===== config.mk =====
export PLATFORM = sky130hd
export DESIGN_NAME = cpu_run_ctrl
export DESIGN_NICKNAME = d
export VERILOG_FILES = /design/src/rtl/cpu_ctrl_pkg.sv /design/src/rtl/input_debounce.sv /design/src/rtl/cpu_run_ctrl.sv
export SDC_FILE = /design/constraint.sdc
export NUM_CORES = 1
export LEC_CHECK = 0
export ABC_AREA = 1
export BUFFER_PORTS_ARGS = -buffer_cell sky130_fd_sc_hd__buf_4
export CORE_ASPECT_RATIO = 0.9
export CORE_MARGIN = 2
export CORE_UTILIZATION = 45
export DETAILED_ROUTE_END_ITERATION = 8
export PLACE_DENSITY = 0.73
export SLEW_MARGIN = 5
export SYNTH_ARGS = -nofsm -noshare
export SYNTH_HDL_FRONTEND = slang
export SYNTH_HIERARCHICAL = 1
export SYNTH_SLANG_ARGS = --single-unit
export TNS_END_PERCENT = 100

===== constraint.sdc =====
create_clock -name clk -period 3 [get_ports clk]
set_input_delay 0.3 -clock clk [delete_from_list [all_inputs] [get_ports clk]]
set_output_delay 0.3 -clock clk [all_outputs]
set_load 0.01 [all_outputs]

===== src/rtl/cpu_ctrl_pkg.sv =====
// rtl/cpu_ctrl_pkg.sv - shared encodings and default constants for the CPU run controller
//
// Purpose: mode/state encoding seen on the mode output, plus the default
// debounce length, slow-run divider and CPU reset hold length.

package cpu_ctrl_pkg;

  typedef enum logic [1:0] {
    MODE_RST_HOLD = 2'd0,
    MODE_HALT     = 2'd1,
    MODE_RUN      = 2'd2,
    MODE_STEP     = 2'd3
  } run_mode_e;

  localparam int DEF_RUN_DIV    = 67108864;
  localparam int DEF_DEB_CYCLES = 1000000;
  localparam int DEF_RST_HOLD   = 4;

endpackage


===== src/rtl/input_debounce.sv =====
// rtl/input_debounce.sv - 2-flop synchronizer plus stability-counter debouncer
//
// Purpose: conditions one raw asynchronous pin into a clean level and a
// one-cycle falling-edge pulse.
// Ports:
//   clk      in   system clock
//   reset_n  in   synchronous active-low reset
//   raw      in   asynchronous pin
//   level    out  debounced level (reset value RESET_VAL)
//   fall     out  registered one-cycle pulse when level goes 1->0

module input_debounce
  import cpu_ctrl_pkg::*;
#(
  parameter int   DEB_CYCLES = DEF_DEB_CYCLES,
  parameter logic RESET_VAL  = 1'b1
) (
  input  logic clk,
  input  logic reset_n,
  input  logic raw,
  output logic level,
  output logic fall
);

  localparam int             CW       = $clog2(DEB_CYCLES + 1);
  localparam logic [CW-1:0]  CNT_LAST = CW'(DEB_CYCLES - 1);

  logic          sync1;
  logic          sync2;
  logic [CW-1:0] cnt;

  always_ff @(posedge clk) begin
    if (!reset_n) begin
      sync1 <= RESET_VAL;
      sync2 <= RESET_VAL;
      level <= RESET_VAL;
      cnt   <= '0;
      fall  <= 1'b0;
    end else begin
      sync1 <= raw;
      sync2 <= sync1;
      fall  <= 1'b0;
      // The count only survives while the synchronized input keeps
      // disagreeing with the level; any bounce back restarts it.
      if (sync2 != level) begin
        if (cnt == CNT_LAST) begin
          level <= sync2;
          cnt   <= '0;
          fall  <= ~sync2;
        end else begin
          cnt <= cnt + 1'b1;
        end
      end else begin
        cnt <= '0;
      end
    end
  end

endmodule


===== src/rtl/cpu_run_ctrl.sv =====
// rtl/cpu_run_ctrl.sv - run/step/halt clock-enable controller for cpu_pipeline
//
// Purpose: drives cpu_ce pulses (prescaled run, full-rate run, single step)
// and a stretched cpu_reset from the board keys and switches.
// Ports:
//   clk         in   system clock, 50 MHz
//   reset_n     in   synchronous active-low controller reset
//   key_step_n  in   raw STEP pushbutton, active-low
//   key_rst_n   in   raw CPU-reset pushbutton, active-low
//   sw_run      in   raw switch, 1 = run, 0 = halt
//   sw_fast     in   raw switch, 1 = cpu_ce every cycle in RUN
//   halt_req    in   halt request from the CPU, sampled on cpu_ce
//   cpu_ce      out  CPU clock enable, one-cycle pulses
//   cpu_reset   out  active-high CPU reset
//   mode        out  0 RST_HOLD, 1 HALT, 2 RUN, 3 STEP
//   halted      out  sticky CPU-requested halt flag
//   cycle_cnt   out  cpu_ce pulses since the last CPU reset

module cpu_run_ctrl
  import cpu_ctrl_pkg::*;
#(
  parameter int RUN_DIV    = DEF_RUN_DIV,
  parameter int DEB_CYCLES = DEF_DEB_CYCLES,
  parameter int RST_HOLD   = DEF_RST_HOLD
) (
  input  logic        clk,
  input  logic        reset_n,
  input  logic        key_step_n,
  input  logic        key_rst_n,
  input  logic        sw_run,
  input  logic        sw_fast,
  input  logic        halt_req,
  output logic        cpu_ce,
  output logic        cpu_reset,
  output logic [1:0]  mode,
  output logic        halted,
  output logic [31:0] cycle_cnt
);

  localparam int            PW        = $clog2(RUN_DIV);
  localparam logic [PW-1:0] PRE_LAST  = PW'(RUN_DIV - 1);
  localparam int            HW        = $clog2(RST_HOLD + 1);
  localparam logic [HW-1:0] HOLD_INIT = HW'(RST_HOLD);

  run_mode_e     state;
  logic [PW-1:0] prescaler;
  logic [HW-1:0] hold_cnt;

  logic step_press;
  logic rst_press;
  logic run_lvl;
  logic fast_lvl;
  logic halt_hit;

  input_debounce #(.DEB_CYCLES(DEB_CYCLES), .RESET_VAL(1'b1)) u_deb_step (
    .clk(clk), .reset_n(reset_n), .raw(key_step_n), .level(), .fall(step_press)
  );

  input_debounce #(.DEB_CYCLES(DEB_CYCLES), .RESET_VAL(1'b1)) u_deb_rst (
    .clk(clk), .reset_n(reset_n), .raw(key_rst_n), .level(), .fall(rst_press)
  );

  input_debounce #(.DEB_CYCLES(DEB_CYCLES), .RESET_VAL(1'b0)) u_deb_run (
    .clk(clk), .reset_n(reset_n), .raw(sw_run), .level(run_lvl), .fall()
  );

  input_debounce #(.DEB_CYCLES(DEB_CYCLES), .RESET_VAL(1'b0)) u_deb_fast (
    .clk(clk), .reset_n(reset_n), .raw(sw_fast), .level(fast_lvl), .fall()
  );

  // A halt request only counts on a real CPU cycle, not a reset cycle.
  assign halt_hit = halt_req & cpu_ce & ~cpu_reset;
  assign mode     = state;

  always_ff @(posedge clk) begin
    if (!reset_n) begin
      state     <= MODE_RST_HOLD;
      hold_cnt  <= HOLD_INIT;
      prescaler <= '0;
      cpu_reset <= 1'b1;
      cpu_ce    <= 1'b0;
      halted    <= 1'b0;
      cycle_cnt <= '0;
    end else begin
      cpu_ce <= 1'b0;

      // Seeing the run switch low re-arms RUN entry; a new halt wins.
      if (!run_lvl) halted <= 1'b0;
      if (halt_hit) halted <= 1'b1;

      if (rst_press) begin
        state     <= MODE_RST_HOLD;
        hold_cnt  <= HOLD_INIT;
        prescaler <= '0;
        cpu_reset <= 1'b1;
        halted    <= 1'b0;
        cycle_cnt <= '0;
      end else begin
        case (state)
          MODE_RST_HOLD: begin
            cycle_cnt <= '0;
            prescaler <= '0;
            // cpu_ce runs with reset asserted so the pipeline flushes.
            if (hold_cnt != '0) begin
              hold_cnt  <= hold_cnt - 1'b1;
              cpu_ce    <= 1'b1;
              cpu_reset <= 1'b1;
            end else begin
              cpu_reset <= 1'b0;
              state     <= run_lvl ? MODE_RUN : MODE_HALT;
            end
          end

          MODE_HALT: begin
            if (step_press) begin
              state     <= MODE_STEP;
              cpu_ce    <= 1'b1;
              cycle_cnt <= cycle_cnt + 32'd1;
            end else if (run_lvl && !halted) begin
              state <= MODE_RUN;
            end
          end

          MODE_STEP: begin
            state <= MODE_HALT;
          end

          MODE_RUN: begin
            if (halt_hit || !run_lvl) begin
              state     <= MODE_HALT;
              prescaler <= '0;
            end else if (fast_lvl) begin
              prescaler <= '0;
              cpu_ce    <= 1'b1;
              cycle_cnt <= cycle_cnt + 32'd1;
            end else if (prescaler == PRE_LAST) begin
              prescaler <= '0;
              cpu_ce    <= 1'b1;
              cycle_cnt <= cycle_cnt + 32'd1;
            end else begin
              prescaler <= prescaler + 1'b1;
            end
          end
        endcase
      end
    end
  end

endmodule


# --- Yosys cells after proc, flatten, opt, wreduce, memory -nomap -nowiden ---
# Index checks and enable logic that the tools add are counted.
op_classes:
  addsub: 7
  eq_ne: 19
  n_mux: 23
  bitwise_logic: 10
  n_reduce_logical: 22
ops:
  columns: ["op", "n"]
  rows:
  - ["two-way mux 32 bit", 4]
  - ["case mux 32 bit (3 select lines)", 1]
  - ["adder 20 x 1 -> 20 bit (second input constant)", 4]
  - ["== test 20 bit (second input constant)", 4]
  - ["two-way mux 26 bit", 3]
  - ["case mux 26 bit (2 select lines)", 1]
  - ["adder 32 x 1 -> 32 bit (second input constant)", 1]
  - ["adder 26 x 1 -> 26 bit (second input constant)", 1]
  - ["== test 26 bit (second input constant)", 1]
  - ["OR reduction 3 bit", 4]
  - ["two-way mux 2 bit", 5]
  - ["AND reduction 2 bit", 5]
  - ["AND reduction 3 bit", 3]
  - ["!= test 2 bit (second input constant)", 4]
  - ["NOT 1 bit", 8]
  - ["case mux 2 bit (4 select lines)", 1]
  - ["two-way mux 1 bit", 7]
  - ["!= test 3 x 2 -> 1 bit (second input constant)", 2]
  - ["nonzero test 3 bit", 2]
  - ["== test 2 bit (second input constant)", 2]
  - ["!= test 1 bit", 4]
  - ["AND reduction 4 bit", 1]
  - ["case mux 1 bit (3 select lines)", 1]
  - ["subtractor 3 x 1 -> 3 bit (second input constant)", 1]
  - ["other kinds (9)", 11]
totals:
  register_bits: 160
  inputBits: 7
  out_inout_bits: 37
  elab_cells: 106

# --- Longest topological paths before layout ---
logic_depth:
  ltp_word: 5
  depth_mapped: 13
  mapped_depth_nobuf: 12

# --- By module ---
# Netlist, hierarchy kept.
modules_own_cells:
  columns: ["module", "n_inst", "cells_per_inst", "area_each_um2", "seq_area_each_um2"]
  rows:
  - ["cpu_run_ctrl", 1, 729, 4307.9, 1321.3]
  - ["input_debounce (u_deb_fast ...)", 2, 163, 1146.1, 480.5]
  - ["input_debounce (u_deb_step)", 1, 174, 1197.4, 480.5]
  - ["input_debounce (u_deb_rst)", 1, 155, 1146.1, 480.5]

# --- Least setup slack after synthesis ---
# OpenSTA, ideal clock, no wires.
synth_path:
  path_kind: "reg2reg"
  from: "register state[0], in the netlist mode[0]"
  to: "register prescaler[25]"
  setup_ps: 70
  arrival_ps: 1665
  required_ps: 2930
  path_slack_ps: 1265
  path_stages_with_launch: 8
  path_buffers: 2
  synth_period_minus_slack_ps: 1735
  cell_sequence: "dfxtp_1 inv_1 ha_1 nor2_1 buf_2 clkbuf_1 nand2_1 a21oi_1"
synth_via:
  elab_chain_len: 2
  word_cells_on_any_way: 4
  cone_classes: "eq/ne: 1; mux: 1; reduce/logical: 2"
synth_rtl:
  columns: ["element", "line_no", "rtl"]
  rows:
  - ["from (decl)", "cpu_run_ctrl.sv:45", "run_mode_e state;"]
  - ["from (signal assigned)", "cpu_run_ctrl.sv:110", "state <= run_lvl ? MODE_RUN : MODE_HALT;"]
  - ["== test 2 bit / logical NOT 2 bit (equally long branches)", "cpu_run_ctrl.sv:99", "case (state)"]
  - ["case mux 26 bit (2 select lines) / nonzero test 2 bit (equally long branches)", null, null]
  - ["to (signal assigned)", "cpu_run_ctrl.sv:141", "prescaler <= prescaler + 1'b1;"]
  - ["to (decl)", "cpu_run_ctrl.sv:46", "logic [PW-1:0] prescaler;"]
# Parallel ways exist; a longest one is shown, timed or not.
# A chain may end at the register's enable or synchronous reset.

# --- Worst setup path in the final report ---
layout_path:
  from: "register prescaler[0]"
  to: "register cycle_cnt[11]"
layout_via:
  elab_chain_len: 3
layout_rtl:
  columns: ["element", "line_no", "rtl"]
  rows:
  - ["== test 26 bit", "cpu_run_ctrl.sv:136", "end else if (prescaler == PRE_LAST) begin"]
  - ["!= test 3 x 2 -> 1 bit (no source line)", null, null]
  - ["AND reduction 4 bit (no source line)", null, null]
  - ["to (signal assigned)", "cpu_run_ctrl.sv:118", "cycle_cnt <= cycle_cnt + 32'd1;"]
  - ["to (signal assigned)", "cpu_run_ctrl.sv:135", "cycle_cnt <= cycle_cnt + 32'd1;"]
  - ["to (signal assigned)", "cpu_run_ctrl.sv:139", "cycle_cnt <= cycle_cnt + 32'd1;"]
  - ["to (decl)", "cpu_run_ctrl.sv:37", "output logic [31:0] cycle_cnt"]
# No other way between the ends.

==> out/qor.yml <==
hold_path.class: "in -> reg"
dp.cells: 1641
antenna_cells: 0
tightest_slew_ns: 0.858
nets: 1430
numPortBuffers: 43
final_util: 0.523
htreeDepth: 4
critical_path_class: "reg -> reg"
fp-row-count: 48
cp-end-kind: "flop"
coreArea_um2: 19200
cts-resized-gates: 0
synth_area_per_cell_um2: 6.45
drc: 0
grt_pass1_vias: 7579
finClkSkew_ns: 0.00635
fin_crit_sh: 0.790
drv_cap: 0
synthToLayoutAreaGrowth_pct: 13.5
routedWlPerCell_um: 12.3
cts_root_buf: "clkbuf_16"
ir_worst_vdd_uv: 329
dp_slack_ns: 0.646
cp_data_arrival_time_ns: 2.69
status: "complete, no violations"
synthesis.instances: 1372
post_cts_buffers: 0
die_y_um: 137
numCtsBuffers: 17
fin_ws_ns: 0.631
final_max_slew_viol_count: 0
place_congestion: 0.933
syn_nets: 1392
dr.pass1.iters: 5
max_freq_mhz: 422
setup_violations: 0
vias: 8483
start_util: 0.461
cp_max_fo: 32
grt_max_degree: 33
hpwlAfterDp_um: 14300
rsz0062_at_grt: "no"
clock_latency_ns: 0.43
drtIter0Drc: 571
slew_headroom: 0.426
ioPinCount: 44
cp_data_required_time_ns: 3.32
final_common_cell: "nand2_1"
detail-route-antenna-nets: 0
yosysWarnings: 6
drive_gt1_frac: 0.0914
cts_tree: "built"
p_leak_uw: 0.00356
clock_path_buffers: 2
grt.total_usage: 0.199
period_needed_ns: 2.37
cts_sinks: 160
cts_hold_buf: 0
fillerInstances: 1890
finalHoldViolCount: 0
die_x_um: 152
layout.cells.non_filler: 1673
viasPerCell: 5.07
syn_area_um2: 8850
final_cell_mix: "nand2_1 (348), nor2_1 (278), dfxtp_1 (160), inv_1 (152), nand3_1 (102)"
antenna_found_initial: 0
dieArea_um2: 20800
grt_first_pass_wirelength_um: 34800
grt.overflow.total: 0
finalWirelength_um: 20500
cp-start-kind: "flop"
p_per_area_nw_per_um2: 607
cts.clk_slew.worst_paths_ns: 0.06
final.setup.tns_ns: 0
[metal layers]
layer  up-vias  track usage  wire length [um]
met3        22       0.0408              1130
li1       4417            -                 -
met2       242        0.321              9260
met4         0       0.0732               263
met5         -            0                 0
met1      3802        0.265              9890
[cell type report]
| type | count | area [um2] | share of cell area |
|---|---|---|---|
| multi-input combinational | 1029 | 4900 | 0.488 |
| sequential | 160 | 3200 | 0.319 |
| inverter | 155 | 582 | 0.0579 |
| clock buffer | 20 | 467 | 0.0465 |
| timing repair buffer | 47 | 353 | 0.0351 |
| tap | 250 | 313 | 0.0311 |
| clock inverter | 12 | 228 | 0.0227 |
[state kept, by name (all words and copies together), names as in the netlist, 2 cells and up]
name and cells:
cycle_cnt 32, prescaler 26, u_deb_fast/cnt 20, u_deb_rst/cnt 20
u_deb_run/cnt 20, u_deb_step/cnt 20, hold_cnt 3, mode 2
[final timing paths]
| kind | from | end | slack, ns | cells past startpoint |
|---|---|---|---|---|
| worst max-delay path | prescaler[0]$_SDFFE_PP0P_ | cycle_cnt[11]$_SDFFE_PP0P_ | 0.63 | 10 |
| worst min register to register | u_deb_rst/sync1$_SDFF_PN1_ | u_deb_rst/sync2$_SDFF_PN1_ | 0.40 | 2 |
| worst min-delay path | key_step_n | u_deb_step/sync1$_SDFF_PN1_ | 0.04 | 3 |
| worst max register to register | prescaler[0]$_SDFFE_PP0P_ | cycle_cnt[11]$_SDFFE_PP0P_ | 0.63 | 10 |
[power breakdown]
part           leakage, uW  internal [uW]  switching [uW]
logic              0.00193            404             837
clock network     0.000337           1640             903
registers          0.00129           2220            97.6
[through the flow]
step / area (um2) / hold slack, ns / total power, uW
after floorplan: 8850 / 0.369 / 3290
after global placement: 9350 / 0.385 / 3570
after detailed placement: 9350 / 0.386 / 3590
after CTS: 10000 / 0.0260 / 6150
after global routing: 10000 / 0.0429 / 6410
final: 10000 / 0.0412 / 6100
[worst max-delay path: stages (launching register included)]
cell and delay [ns]:
dfxtp_1 0.37, ha_1 0.22, nand2_1 0.09, nor2_1 0.12
nand2_2 0.13, nor2_4 0.15, nand2_2 0.08, nand3_2 0.35
nand3_4 0.42, o21bai_1 0.28, nor2_1 0.07
No activity file was read; power rests on OpenSTA's default activity.
